### src/rtl/fetch_run_controller.sv
//-----------------------------------------------------------------------------
// fetch_run_controller
//
// Purpose:
//   Sequences the instruction fetch pipeline from a byte-wide command stream
//   (typically a UART receiver). Program words arrive MSB-first and are
//   written into program memory. The pipeline is then released either for
//   continuous execution or for single-step execution. A halt reported by
//   the fetch unit ends the run.
//
// Commands (ASCII):
//   'L' (0x4C)  load program words, in the IDLE state
//   'C' (0x43)  run continuously, in IDLE or STEP_WAIT
//   'S' (0x53)  enter single-step mode, in IDLE
//   'N' (0x4E)  advance one step, in STEP_WAIT
//
// Optional build macro:
//   CYCLE_LIMIT_EN - adds a RUN-mode watchdog. When the cycle counter reaches
//                    MAX_CYCLES-1 without a halt, the run is forced to DONE
//                    and o_timeout is raised. Without the macro there is no
//                    o_timeout port, and RUN lasts until i_halt.
//
// Ports:
//   i_clock        clock
//   i_reset        synchronous, active-high reset
//   i_rx_data      command/data byte
//   i_rx_valid     byte valid
//   o_rx_ready     byte accepted when i_rx_valid & o_rx_ready
//   i_halt         fetch unit sees an all-zero (halt) instruction
//   o_mem_wr_en    program memory write strobe (one cycle per word)
//   o_mem_wr_addr  write address (word index)
//   o_mem_wr_data  write data
//   o_pipe_enable  pipeline advances this cycle
//   o_pipe_reset   pipeline/PC held in reset
//   o_state        current state encoding
//   o_cycle_count  enabled cycles since run start (saturating)
//   o_done         program halted; high in DONE
//   o_load_err     program overflowed memory without a halt word
//   o_timeout      watchdog expired (CYCLE_LIMIT_EN builds only)
//-----------------------------------------------------------------------------
module fetch_run_controller #(
  parameter int NB_DATA    = 32,
  parameter int NB_ADDR    = 10,
  parameter int NB_CYCLE   = 32,
  parameter int MAX_CYCLES = 1000000
) (
  input  logic                i_clock,
  input  logic                i_reset,
  input  logic [7:0]          i_rx_data,
  input  logic                i_rx_valid,
  output logic                o_rx_ready,
  input  logic                i_halt,
  output logic                o_mem_wr_en,
  output logic [NB_ADDR-1:0]  o_mem_wr_addr,
  output logic [NB_DATA-1:0]  o_mem_wr_data,
  output logic                o_pipe_enable,
  output logic                o_pipe_reset,
  output logic [2:0]          o_state,
  output logic [NB_CYCLE-1:0] o_cycle_count,
  output logic                o_done,
  output logic                o_load_err
`ifdef CYCLE_LIMIT_EN
  ,
  output logic                o_timeout
`endif
);

  localparam int NB_BYTES = NB_DATA / 8;
  localparam int NB_IDX   = (NB_BYTES > 1) ? $clog2(NB_BYTES) : 1;
  localparam logic [NB_IDX-1:0]  LAST_IDX  = NB_IDX'(NB_BYTES - 1);
  localparam logic [NB_ADDR-1:0] LAST_ADDR = '1;

  localparam logic [7:0] CMD_LOAD = 8'h4C;
  localparam logic [7:0] CMD_CONT = 8'h43;
  localparam logic [7:0] CMD_STEP = 8'h53;
  localparam logic [7:0] CMD_NEXT = 8'h4E;

`ifdef CYCLE_LIMIT_EN
  localparam logic [NB_CYCLE-1:0] CYCLE_LIMIT = NB_CYCLE'(MAX_CYCLES - 1);
`endif

  // Elaboration-time parameter sanity checks.
  if ((NB_DATA < 8) || ((NB_DATA % 8) != 0)) begin : g_bad_data_width
    $error("fetch_run_controller: NB_DATA must be a non-zero multiple of 8");
  end
  if (MAX_CYCLES < 1) begin : g_bad_max_cycles
    $error("fetch_run_controller: MAX_CYCLES must be at least 1");
  end

  typedef enum logic [2:0] {
    ST_IDLE       = 3'd0,
    ST_LOAD       = 3'd1,
    ST_RUN        = 3'd2,
    ST_STEP_WAIT  = 3'd3,
    ST_STEP_PULSE = 3'd4,
    ST_DONE       = 3'd5
  } state_t;

  state_t              state;
  state_t              next_state;

  logic                rx_accept;
  logic                is_load;
  logic                is_cont;
  logic                is_step;
  logic                is_next;

  logic [NB_DATA-1:0]  asm_buf;
  logic [NB_IDX-1:0]   byte_idx;
  logic [NB_ADDR-1:0]  addr;
  logic [NB_DATA-1:0]  assembled_word;
  logic                word_last;
  logic                counter_clear;
  logic                count_at_max;

  assign rx_accept = i_rx_valid & o_rx_ready;

  assign is_load = (i_rx_data == CMD_LOAD);
  assign is_cont = (i_rx_data == CMD_CONT);
  assign is_step = (i_rx_data == CMD_STEP);
  assign is_next = (i_rx_data == CMD_NEXT);

  // The word as it will stand once the byte on i_rx_data is shifted in.
  // On the last byte this is the value that goes to memory.
  assign assembled_word = (asm_buf << 8) | NB_DATA'(i_rx_data);
  assign word_last      = (byte_idx == LAST_IDX);

  // A fresh run ('C' or 'S' from IDLE) restarts the cycle count.
  assign counter_clear = (state == ST_IDLE) && rx_accept && (is_cont || is_step);
  assign count_at_max  = &o_cycle_count;

  assign o_state = state;

  //---------------------------------------------------------------------------
  // State register
  //---------------------------------------------------------------------------
  always_ff @(posedge i_clock) begin
    if (i_reset) begin
      state <= ST_IDLE;
    end else begin
      state <= next_state;
    end
  end

  //---------------------------------------------------------------------------
  // Next-state logic
  //---------------------------------------------------------------------------
  always_comb begin
    next_state = state;
    unique case (state)
      ST_IDLE: begin
        if (rx_accept) begin
          if (is_load) begin
            next_state = ST_LOAD;
          end else if (is_cont) begin
            next_state = ST_RUN;
          end else if (is_step) begin
            next_state = ST_STEP_WAIT;
          end
        end
      end

      // Loading ends on a halt word, or on a non-zero word at the last
      // address. The state leaves on the accept edge; the write strobe
      // itself appears in the following cycle.
      ST_LOAD: begin
        if (rx_accept && word_last) begin
          if ((assembled_word == '0) || (addr == LAST_ADDR)) begin
            next_state = ST_IDLE;
          end
        end
      end

      ST_RUN: begin
        if (i_halt) begin
          next_state = ST_DONE;
        end
`ifdef CYCLE_LIMIT_EN
        else if (o_cycle_count == CYCLE_LIMIT) begin
          next_state = ST_DONE;
        end
`endif
      end

      ST_STEP_WAIT: begin
        if (rx_accept) begin
          if (is_next) begin
            next_state = ST_STEP_PULSE;
          end else if (is_cont) begin
            next_state = ST_RUN;
          end else if (!is_step) begin
            next_state = ST_IDLE;
          end
        end
      end

      ST_STEP_PULSE: begin
        next_state = i_halt ? ST_DONE : ST_STEP_WAIT;
      end

      ST_DONE: begin
        if (rx_accept) begin
          next_state = ST_IDLE;
        end
      end

      default: begin
        next_state = ST_IDLE;
      end
    endcase
  end

  //---------------------------------------------------------------------------
  // State-decoded outputs. The pipeline is held in reset while idle or
  // loading, so every run starts with the PC at 0.
  //---------------------------------------------------------------------------
  always_comb begin
    o_rx_ready    = 1'b0;
    o_pipe_enable = 1'b0;
    o_pipe_reset  = 1'b0;
    o_done        = 1'b0;
    unique case (state)
      ST_IDLE: begin
        o_rx_ready   = 1'b1;
        o_pipe_reset = 1'b1;
      end
      ST_LOAD: begin
        o_rx_ready   = 1'b1;
        o_pipe_reset = 1'b1;
      end
      ST_RUN: begin
        o_pipe_enable = 1'b1;
      end
      ST_STEP_WAIT: begin
        o_rx_ready = 1'b1;
      end
      ST_STEP_PULSE: begin
        o_pipe_enable = 1'b1;
      end
      ST_DONE: begin
        o_rx_ready = 1'b1;
        o_done     = 1'b1;
      end
      default: begin
        o_pipe_reset = 1'b1;
      end
    endcase
  end

  //---------------------------------------------------------------------------
  // Load datapath: byte assembly, memory write strobe and address tracking.
  // The address never wraps; at the last location it stays put and a
  // non-zero word there flags an overflow.
  //---------------------------------------------------------------------------
  always_ff @(posedge i_clock) begin
    if (i_reset) begin
      o_mem_wr_en   <= 1'b0;
      o_mem_wr_addr <= '0;
      o_mem_wr_data <= '0;
      addr          <= '0;
      asm_buf       <= '0;
      byte_idx      <= '0;
      o_load_err    <= 1'b0;
    end else begin
      o_mem_wr_en <= 1'b0;
      if ((state == ST_IDLE) && rx_accept && is_load) begin
        addr       <= '0;
        asm_buf    <= '0;
        byte_idx   <= '0;
        o_load_err <= 1'b0;
      end else if ((state == ST_LOAD) && rx_accept) begin
        if (word_last) begin
          o_mem_wr_en   <= 1'b1;
          o_mem_wr_data <= assembled_word;
          o_mem_wr_addr <= addr;
          asm_buf       <= '0;
          byte_idx      <= '0;
          if (addr != LAST_ADDR) begin
            addr <= addr + 1'b1;
          end else if (assembled_word != '0) begin
            o_load_err <= 1'b1;
          end
        end else begin
          asm_buf  <= assembled_word;
          byte_idx <= byte_idx + 1'b1;
        end
      end
    end
  end

  //---------------------------------------------------------------------------
  // Cycle counter: counts every enabled pipeline cycle, including the one in
  // which the halt is sampled, and sticks at all-ones instead of wrapping.
  // It is frozen outside RUN/STEP_PULSE, so DONE holds the final count.
  //---------------------------------------------------------------------------
  always_ff @(posedge i_clock) begin
    if (i_reset) begin
      o_cycle_count <= '0;
    end else if (counter_clear) begin
      o_cycle_count <= '0;
    end else if (o_pipe_enable && !count_at_max) begin
      o_cycle_count <= o_cycle_count + 1'b1;
    end
  end

`ifdef CYCLE_LIMIT_EN
  //---------------------------------------------------------------------------
  // Watchdog flag: raised when RUN is forced to DONE by the cycle limit, and
  // kept until the next 'C' or 'S' command starts a new run.
  //---------------------------------------------------------------------------
  always_ff @(posedge i_clock) begin
    if (i_reset) begin
      o_timeout <= 1'b0;
    end else if (counter_clear || ((state == ST_STEP_WAIT) && rx_accept && is_cont)) begin
      o_timeout <= 1'b0;
    end else if ((state == ST_RUN) && !i_halt && (o_cycle_count == CYCLE_LIMIT)) begin
      o_timeout <= 1'b1;
    end
  end
`endif

endmodule

### config.mk
export PLATFORM = sky130hd
export DESIGN_NAME = fetch_run_controller
export DESIGN_NICKNAME = d
export VERILOG_FILES = /design/src/rtl/fetch_run_controller.sv
export SDC_FILE = /design/constraint.sdc
export NUM_CORES = 1
export LEC_CHECK = 0
export BUFFER_PORTS_ARGS = -buffer_cell sky130_fd_sc_hd__clkbuf_2
export CORE_UTILIZATION = 40
export CTS_CLUSTER_SIZE = 8
export DETAILED_ROUTE_END_ITERATION = 10
export PLACE_DENSITY = 0.57
export SYNTH_ARGS = -nofsm -noshare
export SYNTH_HDL_FRONTEND = slang
export SYNTH_SLANG_ARGS = --single-unit
### constraint.sdc
create_clock -name i_clock -period 4.45 [get_ports i_clock]
set_clock_uncertainty 0.05 [all_clocks]
set_input_delay 0.445 -clock i_clock [delete_from_list [all_inputs] [get_ports i_clock]]
set_output_delay 0.445 -clock i_clock [all_outputs]
set_load 0.05 [all_outputs]
==> results of run 1 <==
## synth_stat cells, drive strengths merged, types with 2 or more instances
cell type  number  area, um^2
a211oi          2        15.0
a21oi          89         445
and2            8        50.1
and3            5        31.3
and4            9        81.3
buf            16        86.3
clkbuf         20        75.1
dfxtp         115        2300
ha              3        37.5
inv            10        37.5
mux2i           3        30.0
nand2         159         597
nand2b          4        25.0
nand3          16        80.1
nand4          19         125
nor2           25         101
nor2b           3        18.8
nor3            3        15.0
nor4            8        50.1
nor4b           2        23.8
o211ai         10        85.1
o21ai          20         115
o31ai           4        30.0
o41ai           2        17.5
or3            20         125
or4            13         101
xnor2           4        35.0
xor2           10        87.6
## cell type report
cell class	instances	share of cell area, %
inverters	10	0.615
clock inverters	9	1.72
flip-flops and latches	115	37.7
clock buffers	22	7.77
multi-input cells	456	40.4
repair buffers	99	8.33
well taps	168	3.45
## cells in the final DEF (no fill, tap or decap), drive strengths merged, types with 10 or more instances in the layout
cell	synthesis	layout
a21oi	89	89
dfxtp	115	115
inv	10	10
nand4	19	19
or4	13	13
nand3	16	16
o21ai	20	20
o211ai	10	10
or3	20	20
clkbuf	20	116
nor2	25	25
xor2	10	10
nand2	159	159
## per-stage QoR
stage | power [mW] | cells | worst slack, ps | hold slack [ps]
final | 2.55 | 879 | 1310 | 256
after global routing | 2.63 | 879 | 994 | 254
after CTS | 2.57 | 879 | 1280 | 241
after detailed placement | 1.25 | 848 | 1290 | 397
after global placement | 1.24 | 848 | 1440 | 393
after floorplan | 1.21 | 617 | 1720 | 390
## where the power goes
part	internal, mW	leakage, nW	total [mW]	switching [mW]
registers	1.05	0.926	1.08	0.0290
logic	0.0451	1.08	0.148	0.103
clock network	0.860	0.274	1.32	0.458
total	1.95	2.28	2.55	0.590
## cell families after synthesis
family / count (synthesis)
multiplexers: 3
AO/OA/AOI/OAI: 138
adder cells (fa/ha/maj): 4
AND/OR/NAND/NOR: 297
XOR/XNOR: 14
buffers and inverters: 46
flip-flops: 115
## worst register-to-register path, delay by kind of cell, from the launching register on
kind,cells,cell delay [ps]
buf+inv,1,330
simple gates,3,1780
compound gates,1,120
flops,1,710
## per-layer routing
layer  GRT usage, %  vias up  wire, um
met2           31.2       97      5830
met5              0        -         0
li1               -     2344         -
met1           26.7     2185      6160
met3           4.46       17       523
met4           9.65        0       197
## state kept, by name (all words and copies together) (netlist names)
register and cells:
o_cycle_count 32, o_mem_wr_data 32, asm_buf 24, addr 10, o_mem_wr_addr 10, o_state 3, byte_idx 2, o_load_err 1
o_mem_wr_en 1
## final timing paths
| check | slack [ps] | to | from |
|---|---|---|---|
| max reg2reg | 1310 | asm_buf[1] | o_state[0] |
| max | 1310 | asm_buf[1] | o_state[0] |
| min | 260 | o_mem_wr_data[3] | i_rx_data[3] |
| min reg2reg | 400 | o_mem_wr_data[14] | o_mem_wr_data[14] |
==> out/metrics.yaml, run 1 <==
status: "finished, final reports clean"
track_usage_pct: 20.1
required_ps: 4650
hold_depth: 3
critical_path_buf_inv_count: 1
wl_mm: 12.7
die_y_um: 113
synth_compound_area_share_pct: 16.3
layout-drive-gt1-share_pct: 20.0
crit_slowest_cell: "dfxtp_1"
period_share_pct: 70.6
postCtsSetupBuffers: 0
hp-class: "primary input to register"
yosysWarnings: 0
synth_edf_count: 0
slew_violations: 0
synth_fa_ha_area_share_pct: 0.958
worstSetupEndpointType: "register"
register_area_mm2: 0.00230
routabilityCongestion: 0.819
final_area_mm2: 0.00610
nNetsFinal: 714
p_leak_nw: 2.28
port-buffer-count: 94
viasPerCell: 5.28
rows: 40
filler_cell_count: 1209
fin_util_pct: 50.6
place_area_mm2: 0.00552
initial_core_util_pct: 41.2
synth-seq-cells: 115
cts_tree: "yes"
start_kind: "register"
worst_pin_slew_ps: 1090
clkLatencyLatePin_ps: 410
synth-xor-area-share_pct: 2.47
synth_cell_types: 56
cap_violations: 0
crit_cells: 5
cp.arrival_ps: 3340
tns_ps: 0
ctsHoldBuffers: 0
rr_worst_depth: 5
cts_inserted_buffers: 17
cts_buffer_depth: 2
irDropWorstVdd_mv: 0.191
final_antenna_net_count: 0
diodes: 0
coreArea_mm2: 0.0121
drt_iter0_drc: 250
antenna_found_initial: 0
dp_hpwl_mm: 8.90
cts_resized: 0
dr.pass1.iters: 5
rsz0062_at_grt: "no"
io_pins: 95
async_reset_ff_share_pct: 0
die_x_um: 113
syn_area_mm2: 0.00496
clkSinkCount: 115
synth-simple-area-share_pct: 29.3
crit_type: "register to register"
fmax_mhz: 318
routedWlPerCell_um: 14.5
multi_input_area_mm2: 0.00246
finalSetupViolations: 0
ys_seq_area_share_pct: 46.4
cts-root-buf: "clkbuf_16"
grt-ovfl-total: 0
grt_pass1_wl_mm: 20.4
synth_top_family_by_area: "simple AND/OR/NAND/NOR gates"
max_stage_delay_ps: 710
synth_fp_nets: 632
fin_crit_ps: 3140
clk_pin_slew_ps: 50
syn2layout_area_growth_pct: 22.9
dieArea_mm2: 0.0129
hold_viol_final: 0
h-tree-depth: 4
syn_area_per_cell_um2: 8.04
powerDensity_mw_per_mm2: 417
grt_pass1_vias: 4138
grt_max_degree: 50
slew_headroom_pct: 27.4
syn_inst: 617
cp_top_family: "simple AND/OR/NAND/NOR gates"
crit_fanout: 27
synth.area.mux_share_pct: 0.605
drcViolationCount: 0
vias: 4643
synthFlopType: "dfxtp_1"
path_cells: "and4bb_2, nand2_1, buf_4, nand2b_1, a21oi_1"
Power figures use the tool's default switching activity.
==> run 2: changes to the inputs <==
--- a/config.mk
+++ b/config.mk
@@ -9,7 +9,7 @@
 export CORE_UTILIZATION = 40
 export CTS_CLUSTER_SIZE = 8
 export DETAILED_ROUTE_END_ITERATION = 10
-export PLACE_DENSITY = 0.57
+export PLACE_DENSITY = 0.59
 export SYNTH_ARGS = -nofsm -noshare
 export SYNTH_HDL_FRONTEND = slang
 export SYNTH_SLANG_ARGS = --single-unit
==> constraint.sdc (replaced) <==
create_clock -name i_clock -period 2.8 [get_ports i_clock]
set_clock_uncertainty 0.05 [all_clocks]
set_input_delay 0.28 -clock i_clock [delete_from_list [all_inputs] [get_ports i_clock]]
set_output_delay 0.28 -clock i_clock [all_outputs]
set_load 0.05 [all_outputs]
==> out/metrics.yaml, run 2 (synthesis gave the netlist of run 1 again) <==
status: "finished, final reports clean"
vias: 4669  # +0.56%
die_y_um: 113  # unchanged
io_pins: 95  # unchanged
dr.pass1.iters: 4  # -1
filler_cell_count: 1184  # -2.1%
p_total_mw: 3.86  # +52%
cts-root-buf: "clkbuf_16"
crit_type: "register to register"
p_switching_uw: 905  # +53%
slew_headroom_pct: 58.7  # +31 points
combPwrFrac_pct: 6.4  # +0.6 points
cp.arrival_ps: 2520  # -820 ps
clk_pin_slew_ps: 50  # about the same
rsz0062_at_grt: "no"
wl_mm: 12.5  # -1.3%
grt_pass1_vias: 4216  # +1.9%
slew_violations: 0  # unchanged
powerDensity_mw_per_mm2: 631  # +51%
hold_viol_final: 0  # unchanged
period_share_pct: 79.8  # +9.1 points
cts_buffer_depth: 2  # unchanged
drcViolationCount: 0  # unchanged
clkSinkCount: 115  # unchanged
cts_resized: 0  # unchanged
start_kind: "register"
layout.cells.most_common_list: "nand2_1, dfxtp_1, clkbuf_2"
antenna_found_initial: 0  # unchanged
drt_iter0_drc: 290  # +16%
tns_ps: 0  # unchanged
dp_hpwl_mm: 8.89  # about the same
track_usage_pct: 20.6  # +0.46 points
grt-ovfl-total: 0  # unchanged
layout-drive-gt1-share_pct: 20.6  # +0.61 points
syn2layout_area_growth_pct: 23.1
viasPerCell: 5.26  # -0.35%
postCtsSetupBuffers: 0  # unchanged
largestRegisters: "o_cycle_count (32), o_mem_wr_data (32), asm_buf (24)"
routedWlPerCell_um: 14.1  # -2.2%
irDropWorstVdd_mv: 0.382  # +100%
fmax_mhz: 448  # +41%
grt_pass1_wl_mm: 21.1  # +3.6%
final_common_cell: "nand2_1"
final_antenna_net_count: 0  # unchanged
p_leak_nw: 2.30  # +1.3%
intPower_mw: 2.95  # +51%
diodes: 0  # unchanged
worst_pin_slew_ps: 619  # -467 ps
required_ps: 3080  # -1570 ps
path_cells: "and4bb_2, and2_1, buf_4, nand2_1, a21oi_1"
ctsHoldBuffers: 0  # unchanged
h-tree-depth: 4  # unchanged
p_clk_share_pct: 49.1  # -2.7 points
cts_inserted_buffers: 17  # unchanged
worstSetupEndpointType: "register"
coreArea_mm2: 0.0121  # unchanged
rows: 40  # unchanged
crit_slowest_cell: "and2_1"
clkLatencyLatePin_ps: 410  # about the same
grt_max_degree: 49  # -2.0%
crit_fanout: 20  # -26%
routabilityCongestion: 0.798  # -2.5%
cap_violations: 0  # unchanged
max_stage_delay_ps: 560  # -150 ps
cts_tree: "yes"
switching_share_pct: 23.5  # +0.27 points
finalSetupViolations: 0  # unchanged
initial_core_util_pct: 41.2  # unchanged
hp-class: "primary input to register"
dieArea_mm2: 0.0129  # unchanged
die_x_um: 113  # unchanged
fin_crit_ps: 2230  # -909 ps
port-buffer-count: 94  # unchanged
nNetsFinal: 723  # +1.3%
seq_power_share_pct: 44.4  # +2.0 points
fin_util_pct: 50.7  # +0.093 points
[run 2: per-layer routing]
layer / routed length, um / global-route usage [%]
met1: 6300 / 28.6
met2: 5510 / 30.5
met3: 540 / 5.15
met4: 185 / 8.33
met5: 0 / 0
[run 2: final cells by class]
cell class / instances / area, um^2 / share of cell area [%]
Clock inverter: 5 / 27.5 / 0.450
Clock buffer: 25 / 495 / 8.11
Timing Repair Buffer: 108 / 576 / 9.42
Multi-Input combinational cell: 456 / 2460 / 40.3
Sequential cell: 115 / 2300 / 37.7
Tap cell: 168 / 210 / 3.44
Inverter: 10 / 37.5 / 0.614
[run 2: path summary, 6_finish.rpt]
kind	slack (ps)	startpoint	end	cells past startpoint
setup / recovery	570	o_state[1]	o_mem_wr_data[1]	5
setup reg to reg	570	o_state[1]	o_mem_wr_data[1]	5
hold / removal	90	i_rx_data[3]	asm_buf[3]	3
hold reg to reg	400	o_load_err	o_load_err	2
[run 2: critical path: cells and delay by family, from the launching register on]
kind / cells / cell delay [ps]
and+or+nand+nor: 3 / 1150
DFF: 1 / 460
buffers and inverters: 1 / 360
AOI/OAI and AO/OA: 1 / 140
[run 2: per-stage QoR]
step	std cells	setup WS [ps]	hold WS [ps]	cell area, um^2
3_5_place_dp	857	589	395	5590
5_1_grt	887	398	98.0	6110
4_1_cts	887	547	79.9	6110
3_3_place_gp	857	651	386	5590
6_report	887	567	94.7	6110
2_1_floorplan	617	71.1	365	4960
[run 2: power groups by stage]
stage                     Clock, mW  Combinational, mW  Sequential, mW
after floorplan                   0              0.150            1.77
after global placement            0              0.246            1.75
after detailed placement          0              0.249            1.75
after CTS                      1.93              0.250            1.71
after global routing           2.02              0.273            1.72
final                          1.90              0.248            1.71
